===== config.mk =====
export PLATFORM = sky130hd
export DESIGN_NAME = rr_arbiter32_flat
export DESIGN_NICKNAME = d
export VERILOG_FILES = /design/src/rtl/rr_arb_pkg.sv /design/src/rtl/rr_arbiter32_if.sv /design/src/rtl/rr_arbiter32_lsb_isolate32.sv /design/src/rtl/rr_arbiter32.sv /design/src/flat_wrapper.sv
export SDC_FILE = /design/constraint.sdc
export NUM_CORES = 1
export LEC_CHECK = 0
export BUFFER_PORTS_ARGS = -buffer_cell sky130_fd_sc_hd__buf_2
export CORE_MARGIN = 4
export CORE_UTILIZATION = 57
export DETAILED_ROUTE_END_ITERATION = 10
export PLACE_DENSITY = 0.82
export SLEW_MARGIN = 10
export SYNTH_ARGS = -nofsm -noshare
export SYNTH_HDL_FRONTEND = slang
export SYNTH_HIERARCHICAL = 1
export SYNTH_SLANG_ARGS = --single-unit

===== constraint.sdc =====
create_clock -name clk -period 3.5 [get_ports clk]
set_input_delay 0.35 -clock clk [delete_from_list [all_inputs] [get_ports clk]]
set_output_delay 0.35 -clock clk [all_outputs]
set_load 0.02 [all_outputs]

===== src/rtl/rr_arb_pkg.sv =====
// Shared constants, FSM state type and index helper for the 32-way round-robin arbiter.
package rr_arb_pkg;
    localparam int N      = 32;
    localparam int IDXW   = 5;
    localparam int HOLD_W = 16;

    typedef enum logic {
        IDLE  = 1'b0,
        GRANT = 1'b1
    } state_e;

    function automatic logic [IDXW-1:0] onehot2idx(input logic [N-1:0] oh);
        logic [IDXW-1:0] idx;
        idx = '0;
        for (int i = 0; i < N; i++) begin
            if (oh[i]) idx |= i[IDXW-1:0];
        end
        return idx;
    endfunction
endpackage


===== src/rtl/rr_arbiter32_if.sv =====
// Client-side request/grant bundle between the 32 requesters and the arbiter.
interface rr_arbiter32_if;
    import rr_arb_pkg::*;

    // Handshake: req[i] is a level that stays high while requester i wants the
    // resource; gnt is one-hot and held until the owner raises done for a cycle
    // or drops its req bit; gnt_valid mirrors |gnt; timeout pulses when the
    // arbiter revokes a grant on its own.
    logic [N-1:0]    req;
    logic            done;
    logic [N-1:0]    gnt;
    logic            gnt_valid;
    logic [IDXW-1:0] gnt_idx;
    logic            timeout;

    modport master (
        output req, done,
        input  gnt, gnt_valid, gnt_idx, timeout
    );

    modport slave (
        input  req, done,
        output gnt, gnt_valid, gnt_idx, timeout
    );
endinterface


===== src/rtl/rr_arbiter32_lsb_isolate32.sv =====
// Keeps only the lowest set bit of a 32-bit vector using a prefix-OR tree.
module lsb_isolate32 (
    input  logic [31:0] x,
    output logic [31:0] y
);
    // lvl[l+1][i] covers x[i] down to the start of its 2^(l+1)-aligned block.
    logic [5:0][31:0] lvl;

    assign lvl[0] = x;

    for (genvar l = 0; l < 5; l++) begin : g_lvl
        for (genvar i = 0; i < 32; i++) begin : g_bit
            if (((i >> l) & 1) == 1) begin : g_merge
                assign lvl[l+1][i] = lvl[l][i] | lvl[l][((i >> l) << l) - 1];
            end else begin : g_pass
                assign lvl[l+1][i] = lvl[l][i];
            end
        end
    end

    assign y[0] = x[0];
    for (genvar i = 1; i < 32; i++) begin : g_out
        assign y[i] = x[i] & ~lvl[5][i-1];
    end
endmodule


===== src/rtl/rr_arbiter32.sv =====
// Round-robin arbiter over 32 level requesters with registered one-hot grant and optional hold limit.
module rr_arbiter32
    import rr_arb_pkg::*;
#(
    parameter int unsigned MAX_HOLD = 0
) (
    input  logic            clk,
    input  logic            rst,
    rr_arbiter32_if.slave   bus,
    output state_e          state_o,
    output logic [IDXW-1:0] ptr_o
);
    localparam logic [HOLD_W-1:0] HOLD_LAST =
        (MAX_HOLD == 0) ? '0 : HOLD_W'(MAX_HOLD - 1);

    state_e            state_q, state_d;
    logic [N-1:0]      gnt_q, gnt_d;
    logic [IDXW-1:0]   idx_q, idx_d;
    logic [IDXW-1:0]   ptr_q, ptr_d;
    logic [HOLD_W-1:0] hold_q, hold_d;
    logic              timeout_q, timeout_d;

    logic [N-1:0] masked, iso_masked, iso_req, win_oh;
    logic         rel_owner, rel_hold;

    assign masked = bus.req & ({N{1'b1}} << ptr_q);

    lsb_isolate32 u_iso_masked (.x(masked),  .y(iso_masked));
    lsb_isolate32 u_iso_req    (.x(bus.req), .y(iso_req));

    // Requests at or above the pointer win first; otherwise wrap to the lowest.
    assign win_oh    = (|masked) ? iso_masked : iso_req;
    assign rel_owner = bus.done || !bus.req[idx_q];
    assign rel_hold  = (MAX_HOLD != 0) && (hold_q == HOLD_LAST);

    always_comb begin
        state_d   = state_q;
        gnt_d     = gnt_q;
        idx_d     = idx_q;
        ptr_d     = ptr_q;
        hold_d    = hold_q;
        timeout_d = 1'b0;
        case (state_q)
            IDLE: begin
                if (|bus.req) begin
                    gnt_d   = win_oh;
                    idx_d   = onehot2idx(win_oh);
                    hold_d  = '0;
                    state_d = GRANT;
                end
            end
            GRANT: begin
                if (rel_owner || rel_hold) begin
                    gnt_d     = '0;
                    ptr_d     = idx_q + 1'b1;
                    timeout_d = rel_hold && !rel_owner;
                    state_d   = IDLE;
                end else if (hold_q != '1) begin
                    hold_d = hold_q + 1'b1;
                end
            end
            default: state_d = IDLE;
        endcase
    end

    always_ff @(posedge clk) begin
        if (rst) begin
            state_q   <= IDLE;
            gnt_q     <= '0;
            idx_q     <= '0;
            ptr_q     <= '0;
            hold_q    <= '0;
            timeout_q <= 1'b0;
        end else begin
            state_q   <= state_d;
            gnt_q     <= gnt_d;
            idx_q     <= idx_d;
            ptr_q     <= ptr_d;
            hold_q    <= hold_d;
            timeout_q <= timeout_d;
        end
    end

    assign bus.gnt       = gnt_q;
    assign bus.gnt_valid = |gnt_q;
    assign bus.gnt_idx   = idx_q;
    assign bus.timeout   = timeout_q;
    assign state_o       = state_q;
    assign ptr_o         = ptr_q;
endmodule


===== src/flat_wrapper.sv =====
// flat-port wrapper written by rule: the top's interface ports become plain ports
module rr_arbiter32_flat import rr_arb_pkg::*;
#(
    parameter int unsigned MAX_HOLD = 0
)
  (clk, rst, state_o, ptr_o, bus_req, bus_done, bus_gnt, bus_gnt_valid, bus_gnt_idx, bus_timeout);
  rr_arbiter32_if bus_i ();
  input  logic clk;
  input  logic rst;
  output state_e state_o;
  output logic [IDXW-1:0] ptr_o;
  input wire logic [$bits(bus_i.req)-1:0] bus_req;
  input wire logic [$bits(bus_i.done)-1:0] bus_done;
  output wire logic [$bits(bus_i.gnt)-1:0] bus_gnt;
  output wire logic [$bits(bus_i.gnt_valid)-1:0] bus_gnt_valid;
  output wire logic [$bits(bus_i.gnt_idx)-1:0] bus_gnt_idx;
  output wire logic [$bits(bus_i.timeout)-1:0] bus_timeout;
  assign bus_i.req = bus_req;
  assign bus_i.done = bus_done;
  assign bus_gnt = bus_i.gnt;
  assign bus_gnt_valid = bus_i.gnt_valid;
  assign bus_gnt_idx = bus_i.gnt_idx;
  assign bus_timeout = bus_i.timeout;
  rr_arbiter32 #(.MAX_HOLD(MAX_HOLD)) u_core (.clk(clk), .rst(rst), .bus(bus_i), .state_o(state_o), .ptr_o(ptr_o));
endmodule

# == Word-level counts from Yosys, hierarchy flattened ==
# Cells that the tools add are included.
# Widths: inputs -> output; s select.
# word_totals
ff_bits,43
input_bits,35
output_inout_bits,45
elab_cells,406
# classes
n_addsub,1
n_lt_le_gt_ge,1
n_eq_ne,2
n_shift,1
mux,112
n_bitwise,276
reduce_logical,9
# op_table
cell,count
$mux 5,84
$mux 32,5
$or 1x1->1,150
$reduce_or 32->1,3
$pmux 32 s2,1
$not 1->1,63
$and 1x1->1,62
$and 32x32->32,1
$mux 4,8
$shl 32x5->32 const A,1
$mux 3,4
$lt 5x6->1 const B,1
$mux 1,6
$reduce_and 2->1,3
$add 5x1->5 const B,1
$bmux 1 s5,1
$mux 2,2
$ne 3x1->1 const B,1
$ne 2x2->1 const B,1
$pmux 1 s2,1
$reduce_bool 2->1,1
$logic_not 1->1,1
$logic_or 1x1->1,1

# == Longest topological paths before layout ==
# Gate-level depths: netlist (run 1).
# depth
word_depth,105
ltp_mapped,14
ltp_nobuf,11

# == By module ==
# Netlist (run 1), hierarchy kept.
# modules_own_cells
mod,n_inst,cells_each,area_per_inst_um2,seq_area_each_um2
rr_arbiter32,1,392,3149.3,860.8
lsb_isolate32,2,73,486.7,0.0

# == Worst setup path after synthesis (run 1) ==
# Ideal clock, no wire load.
# synth_path
path_kind,reg-to-reg
from,"register u_core.ptr_q[1], in the netlist u_core/ptr_o[1]"
to,"register u_core.idx_q[4], in the netlist u_core/bus.gnt_idx[4]"
t_arrival_ps,2820
t_required_ps,3388
path_slack_ps,568
path_stages_with_launch,14
path_buffers,3
period_less_slack_ps,2932
path_cell_list,dfxtp_1 -> buf_2 -> buf_2 -> a21boi_0 -> and2_1 -> nor4_1 -> nand4_2 -> buf_6 -> nor3_1 -> or4_1 -> nor3_1 -> nand3_1 -> nor4b_1 -> a2111oi_1
# synth_via
word_cells_on_any_way,144
cone_classes,1 x shift; 51 x mux; 91 x bitwise; 1 x reduce/logical
# synth_rtl
item,line_no,text
from (decl),rr_arbiter32.sv:19,"logic [IDXW-1:0] ptr_q, ptr_d;"
from (signal assigned),rr_arbiter32.sv:78,ptr_q <= ptr_d;
$shl 32x5->32,rr_arbiter32.sv:26,assign masked = bus.req & ({N{1'b1}} << ptr_q);
$and 32x32->32,rr_arbiter32.sv:26,
via u_core.masked[2],rr_arbiter32.sv:23,"logic [N-1:0] masked, iso_masked, iso_req, win_oh;"
$or 1x1->1 (5 in a row),rr_arbiter32_lsb_isolate32.sv:14,assign lvl[l+1][i] = lvl[l][i] | lvl[l][((i >> l) << l) - 1];
$not 1->1,rr_arbiter32_lsb_isolate32.sv:23,assign y[i] = x[i] & ~lvl[5][i-1];
$and 1x1->1,rr_arbiter32_lsb_isolate32.sv:23,
via u_core.iso_masked[19],rr_arbiter32.sv:23,
$mux 32,rr_arbiter32.sv:32,assign win_oh = (|masked) ? iso_masked : iso_req;
(+33 left out),n/a,
$mux 5,rr_arb_pkg.sv:16,if (oh[i]) idx |= i[IDXW-1:0];
$mux 5,rr_arbiter32.sv:45,if (|bus.req) begin
$mux 5,rr_arbiter32.sv:43,case (state_q)
$mux 5,rr_arb_pkg.sv:16,
$mux 5,rr_arbiter32.sv:45,
$mux 5,rr_arbiter32.sv:43,
$mux 5,rr_arbiter32.sv:45,
$mux 5,rr_arbiter32.sv:43,
to (signal assigned),rr_arbiter32.sv:77,idx_q <= idx_d;
to (decl),rr_arbiter32.sv:18,"logic [IDXW-1:0] idx_q, idx_d;"
# The timed path passes the listed nets, and every way through them passes these cells. The select of a mux whose other input is x is not followed.
# A chain may end at the register's enable or synchronous reset.

# == Worst setup path in the final report (run 1) ==
# layout_path
from,"register u_core.ptr_q[2], in the netlist u_core/ptr_o[2]"
to,"register u_core.idx_q[4], in the netlist u_core/bus.gnt_idx[4]"
# layout_via
word_cells_on_any_way,144
cone_classes,1 x shift; 51 x mux; 91 x bitwise; 1 x reduce/logical
# layout_rtl
item,line_no
$shl 32x5->32,rr_arbiter32.sv:26
$and 32x32->32,rr_arbiter32.sv:26
via u_core.masked[8],rr_arbiter32.sv:23
$or 1x1->1 (5 in a row),rr_arbiter32_lsb_isolate32.sv:14
$not 1->1,rr_arbiter32_lsb_isolate32.sv:23
$and 1x1->1,rr_arbiter32_lsb_isolate32.sv:23
via u_core.iso_masked[23],rr_arbiter32.sv:23
$mux 32,rr_arbiter32.sv:32
(+21 left out),n/a
$mux 5,rr_arb_pkg.sv:16
$mux 5,rr_arbiter32.sv:45
$mux 5,rr_arbiter32.sv:43
$mux 5,rr_arb_pkg.sv:16
$mux 5,rr_arbiter32.sv:45
$mux 5,rr_arbiter32.sv:43
$mux 5,rr_arbiter32.sv:45
$mux 5,rr_arbiter32.sv:43
# The timed path passes the listed nets, and every way through them passes these cells. The select of a mux whose other input is x is not followed.

==> impl_metrics.py, run 1 <==
metrics = {
    "place": {
        "post-dp-hpwl_mm": 12.50,
        "portBuffers": 78,
        "gp_congestion": 1.048,
        "dpl.cell_count": 710,
    },
    "sta": {
        "relSlewSlack": 0.4517,
        "setup_violations": 0,
        "clock.fmax_mhz": 303.7,
        "skew_ps": 13.39,
        "fin_crit_sh": 0.9406,
        "rsz0062_at_grt": "false",
        "tightest_slew_ps": 814.9,
        "period_minus_slack_ps": 3292,
        "hold_viol": 0,
        "timing.hold.ws_ps": 410.9,
        "slew_violations": 0,
        "finalSetupTns_ps": 0,
    },
    "final_layout": {
        "syn2layout_area_growth_pct": 18.00,
        "final_cell_mix": "buf_2, nor4_1, nand2_1",
        "diodes": 0,
        "drive_above_1_share": 0.2704,
        "final_common_cell": "buf_2",
        "fillers": 613,
        "nets": 660,
        "finalNonFillerCells": 721,
    },
    "worst_setup_path": {
        "cp-start-kind": "flop",
        "endpoint_kind": "flop",
        "critical-path-top-delay-family": "simple AND/OR/NAND/NOR gates",
        "crit_required_ps": 3690,
        "crit_buf_inv": 2,
        "path_class": "reg -> reg",
        "cp.arrival_ps": 3480,
        "crit_path_max_fanout": 14,
        "slowest_stage": "or4_1",
        "cp_slowest_stage_delay_ps": 540,
        "crit_path_cell_trace": "buf_4 -> nor3_1 -> o211a_1 -> nor3_1 -> nand4_2 -> buf_4 -> nor3_2 -> or4_1 -> nor3_2 -> nand3_1 -> nor4b_1 -> a2111oi_1",
    },
    "routing": {
        "num_vias": 5078,
        "antenna_left": 0,
        "dr.pass1.iters": 7,
        "drc": 0,
        "drt-initial-drc-count": 852,
        "vias_per_cell": 7.043,
        "routed_wirelength_mm": 16.00,
        "wire_per_inst_um": 22.20,
    },
    "die": {
        "ios": 80,
        "die_y_um": 93.05,
        "die_x_um": 93.05,
        "dieArea_mm2": 0.008657,
        "start_util": 0.5969,
        "core_area_mm2": 0.006907,
        "num_rows": 30,
    },
    "synthesis": {
        "syn_nets": 574,
        "synth-seq-cells": 43,
        "synth_seq_area_share": 0.2088,
        "ys_warn_count": 6,
        "synth_edf_count": 0,
        "syn_area_mm2": 0.004123,
        "synth_top_flop_cell": "dfxtp_1",
        "async_flop_share": 0,
        "avgSynthCellArea_um2": 7.663,
        "synth_cell_types": 63,
        "netlist_instances": 538,
    },
    "global_route": {
        "use_met3": 0.09010,
        "antenna_found_initial": 0,
        "grt_pass1_vias": 4710,
        "grt_use_met1": 0.4836,
        "grt_overflow": 0,
        "grt_first_pass_wirelength_mm": 24.58,
        "use_met2": 0.5489,
        "grt_usage": 0.3597,
        "busiest_layer": "met2",
        "grt_max_degree": 30,
    },
    "power": {
        "p_comb_frac": 0.409,
        "clockPowerShare": 0.246,
        "vdd_ir_drop_max_uv": 220.8,
        "internal_power_mw": 0.9985,
        "seqPwrFrac": 0.345,
        "finalPower_mw": 1.684,
        "cellLeakagePower_nw": 2.156,
        "p_sw_mw": 0.6853,
        "switching_share": 0.4070,
        "power.density_mw_per_mm2": 346.1,
    },
    "flow_run": {
        "cap_viol_max_count": 0,
    },
    "cts": {
        "cts_hold_buf": 0,
        "cts_sinks": 43,
        "htreeDepth": 2,
        "insertion_delay_ps": 310,
        "cts_tree": "built",
        "root_buffer": "clkbuf_8",
        "clock_path_buffers": 2,
        "clkTransAtPathRegs_ps": 100,
        "cts_buffers": 5,
    },
    "outcome": {
        "status": "complete, no violations",
    },
    "hold_path": {
        "hold_path_class": "in -> reg",
    },
}
cells in the mapped netlist, types with 3 or more instances:
| master | n | area share |
|---|---|---|
| a21boi_0 | 3 | 0.0055 |
| dfxtp_1 | 43 | 0.21 |
| and2_1 | 13 | 0.020 |
| mux2i_1 | 41 | 0.10 |
| nor2_1 | 36 | 0.033 |
| clkbuf_1 | 11 | 0.010 |
| o21ai_1 | 28 | 0.034 |
| a211oi_1 | 8 | 0.015 |
| inv_1 | 18 | 0.016 |
| o21ai_0 | 8 | 0.0097 |
| nor3_2 | 9 | 0.022 |
| nor2b_1 | 12 | 0.018 |
| buf_6 | 3 | 0.0082 |
| and3b_1 | 6 | 0.013 |
| nor4_1 | 51 | 0.077 |
| a21oi_1 | 7 | 0.0085 |
| nand3b_1 | 7 | 0.013 |
| a22o_1 | 3 | 0.0064 |
| nor3_1 | 28 | 0.034 |
| or4_1 | 8 | 0.015 |
| buf_4 | 6 | 0.011 |
| nand4_1 | 15 | 0.023 |
| nand2b_1 | 3 | 0.0046 |
| buf_2 | 13 | 0.016 |
| nand2_1 | 47 | 0.043 |
| or3_1 | 4 | 0.0061 |
| and3_1 | 17 | 0.026 |
| nor4_2 | 4 | 0.012 |
| mux4_2 | 6 | 0.033 |
| or4_4 | 4 | 0.011 |
| a21o_1 | 3 | 0.0055 |
| nor4b_1 | 4 | 0.0085 |
| a32oi_1 | 4 | 0.0085 |
| or4b_2 | 4 | 0.0097 |
| o21a_1 | 11 | 0.020 |
| o211ai_1 | 3 | 0.0055 |
| nand3_1 | 10 | 0.012 |
power groups by stage:
| stage | Combinational, mW | Clock [mW] | Sequential, mW |
|---|---|---|---|
| 2_1_floorplan | 0.434 | 0 | 0.585 |
| 3_3_place_gp | 0.639 | 0 | 0.583 |
| 3_5_place_dp | 0.646 | 0 | 0.586 |
| 4_1_cts | 0.650 | 0.414 | 0.575 |
| 5_1_grt | 0.725 | 0.435 | 0.588 |
| 6_report | 0.688 | 0.415 | 0.580 |
routing by layer:
layer	wire [um]	vias up
met5	0	-
met3	2345	85
met4	712	0
li1	-	2230
met2	6898	473
met1	6047	2290
through the flow:
| step | setup WS (ps) | instance area, um^2 | utilization |
|---|---|---|---|
| 2_1_floorplan | 568.1 | 4123 | - |
| 3_3_place_gp | 209.4 | 4693 | 0.6795 |
| 3_5_place_dp | 216.1 | 4693 | 0.6795 |
| 4_1_cts | 200.9 | 4808 | 0.6962 |
| 5_1_grt | 41.80 | 4865 | 0.7043 |
| 6_report | 207.7 | 4865 | 0.7043 |
flip-flops by register name, summed over array words and instances (netlist names):
name,flops
u_core/bus.gnt,32
u_core/bus.gnt_idx,5
u_core/ptr_o,5
u_core/state_o,1
cell type report:
type / count / area [um^2] / share of cell area
multi-input cells: 443 / 3032 / 0.6232
well taps: 96 / 120.1 / 0.02469
clock inverters: 3 / 46.29 / 0.009516
flip-flops and latches: 43 / 864.6 / 0.1777
repair buffers: 112 / 658.1 / 0.1353
clock buffers: 5 / 68.82 / 0.01415
inverters: 19 / 75.07 / 0.01543
worst paths after layout:
path	depth (start not counted)	startpoint	endpoint	slack, ps
max reg2reg	12	u_core/ptr_o[2]	u_core/bus.gnt_idx[4]	210
max	12	u_core/ptr_o[2]	u_core/bus.gnt_idx[4]	210
min	2	rst	u_core/ptr_o[1]	410
min reg2reg	2	u_core/bus.gnt[9]	u_core/bus.gnt[9]	470
what timing repair did:
action | CTS | global route
gates resized for setup | 0 | 9
endpoints found under the setup margin | 0 | 2
buffers inserted | 0 | 3
cell families after synthesis:
family | share of synthesized area
and+or+nand+nor | 0.4316
AOI/OAI and AO/OA | 0.1548
buffers and inverters | 0.06221
muxes | 0.1323
DFF | 0.2088
xor gates and xnor gates | 0.006374
adders and majority gates | 0.003034
other | 0.0009096
Power figures use the tool's default switching activity.
==> inputs of run 2 (changes only) <==
- CELL_PAD_IN_SITES_DETAIL_PLACEMENT: default -> 0
- CELL_PAD_IN_SITES_GLOBAL_PLACEMENT: default -> 1
- CORE_UTILIZATION: 57 -> 41
- PLACE_DENSITY: 0.82 -> default
- PLACE_DENSITY_LB_ADDON: default -> 0.1
==> run 2 against run 1 <==
Net effect: die area up 35%; maximum frequency is 1.7% lower; non-clock buffer count fell by 2; clock skew grew 8.4 ps; count of clock-buffer cells in the layout is the same; critical endpoint unchanged; highest routed layer unchanged; power shrank 5.2%; largest power group unchanged; sequential share of layout area about the same; hold slack worse by 41 ps.
==> impl_metrics.py, run 2 (synthesis gave the netlist of run 1 again) <==
metrics = {
    "cts": {
        "clock_path_buffers": 2,
        "htreeDepth": 2,
        "cts_buffers": 5,
        "insertion_delay_ps": 320,
        "cts_sinks": 43,
        "clkTransAtPathRegs_ps": 110,
        "cts_tree": "built",
        "post_cts_buffers": 0,
        "root_buffer": "clkbuf_8",
    },
    "routing": {
        "antenna_left": 0,
        "vias_per_cell": 6.437,
        "dr.pass1.iters": 5,
        "num_vias": 4866,
        "wire_per_inst_um": 22.80,
        "drc": 0,
        "drt-initial-drc-count": 379,
        "routed_wirelength_mm": 17.24,
    },
    "die": {
        "dieArea_mm2": 0.01172,
        "die_y_um": 108.3,
        "start_util": 0.4218,
        "num_rows": 36,
        "die_x_um": 108.3,
        "core_area_mm2": 0.009774,
        "ios": 80,
    },
    "final_layout": {
        "largest_reg_flops": 32,
        "final_common_cell": "buf_2",
        "finalNonFillerCells": 756,
        "fillers": 1031,
        "final_cell_mix": "buf_2, nor4_1, nand2_1",
        "utilization": 0.4967,
        "fin_area_mm2": 0.004855,
        "syn2layout_area_growth_pct": 17.75,
        "drive_above_1_share": 0.2600,
        "nets": 658,
        "diodes": 0,
    },
    "flow_run": {
        "cap_viol_max_count": 0,
    },
    "sta": {
        "timing.hold.ws_ps": 370.1,
        "clock.fmax_mhz": 298.7,
        "period_minus_slack_ps": 3348,
        "slew_violations": 0,
        "relSlewSlack": 0.4732,
        "fin_crit_sh": 0.9566,
        "setup_violations": 0,
        "tightest_slew_ps": 789.1,
        "skew_ps": 21.78,
        "setup_ws_ps": 151.8,
        "hold_viol": 0,
        "finalSetupTns_ps": 0,
    },
    "worst_setup_path": {
        "path_class": "reg -> reg",
        "crit_required_ps": 3720,
        "r2r_end": "u_core/bus.gnt_idx[4]",
        "endpoint_kind": "flop",
        "reg2reg_from": "u_core/ptr_o[3]",
        "cp.arrival_ps": 3570,
        "reg2reg_depth": 10,
        "cp-start-kind": "flop",
        "r2r_slack_ps": 150,
        "crit_path_max_fanout": 10,
    },
    "power": {
        "cellLeakagePower_nw": 2.134,
        "vdd_ir_drop_max_uv": 167.9,
        "power.density_mw_per_mm2": 328.9,
        "finalPower_mw": 1.597,
    },
    "place": {
        "post-dp-hpwl_mm": 13.85,
        "dp_slack_ps": 229.5,
        "dpl.cell_count": 748,
        "dpl-instance-area_mm2": 0.004747,
        "portBuffers": 78,
        "gp_congestion": 1.013,
    },
    "hold_path": {
        "holdPathStages": 2,
        "holdPathEnd": "u_core/ptr_o[1]",
        "min_from": "rst",
        "hold_path_class": "in -> reg",
    },
    "global_route": {
        "grt_max_degree": 31,
        "grt_overflow": 0,
        "antenna_found_initial": 0,
        "grt_usage": 0.2910,
        "grt_first_pass_wirelength_mm": 25.97,
        "grt_pass1_vias": 4618,
    },
    "outcome": {
        "status": "complete, no violations",
    },
}
## run 2: how the worst max path moves through the flow
| stage | from | end | depth (start not counted) |
|---|---|---|---|
| final | u_core/ptr_o[3] | u_core/bus.gnt_idx[4] | 10 |
| after global routing | u_core/ptr_o[3] | u_core/bus.gnt_idx[4] | 10 |
| after CTS | u_core/ptr_o[0] | u_core/bus.gnt_idx[4] | 10 |
| after detailed placement | u_core/ptr_o[2] | u_core/bus.gnt_idx[4] | 12 |
| after global placement | u_core/ptr_o[2] | u_core/bus.gnt_idx[1] | 9 |
| after floorplan | u_core/ptr_o[1] | u_core/bus.gnt_idx[4] | 13 |
## run 2: where the power goes
group          total [mW]  leakage (nW)  switching, mW  internal [mW]
sequential          0.594         0.350         0.0747          0.519
combinational       0.662          1.74          0.405          0.257
clock               0.340        0.0408          0.198          0.143
## run 2: routing by layer
metal / wire length [um] / share of wire / track usage / up-vias
met4: 1139 / 0.066 / 0.1740 / 0
met1: 7290 / 0.42 / 0.3839 / 2271
li1: - / - / - / 2235
met2: 7475 / 0.43 / 0.4512 / 296
met5: 0 / 0 / 0 / -
met3: 1332 / 0.077 / 0.04000 / 64
## run 2: area by class of cell
class	count	area [um^2]	area share
repair buffers	110	643.1	0.1325
multi-input cells	443	3017	0.6214
inverters	19	71.32	0.01469
well taps	133	166.4	0.03428
clock buffers	5	68.82	0.01418
flip-flops and latches	43	864.6	0.1781
clock inverters	3	23.77	0.004897
## run 2: timing repair
item / in CTS / in global routing
hold buffers: 0 / 0
setup endpoints to repair: 0 / 2
gates resized for setup: 0 / 5
## run 2: worst max-delay path, cell delays in order, from the launching register on
cell	delay (ps)
dfxtp_1	570
nor2_1	210
and2_1	240
nor4_1	570
nand4_4	300
buf_4	260
nor3_1	420
nor3_1	140
nand3_1	90
nor4b_1	50
a2111oi_1	380
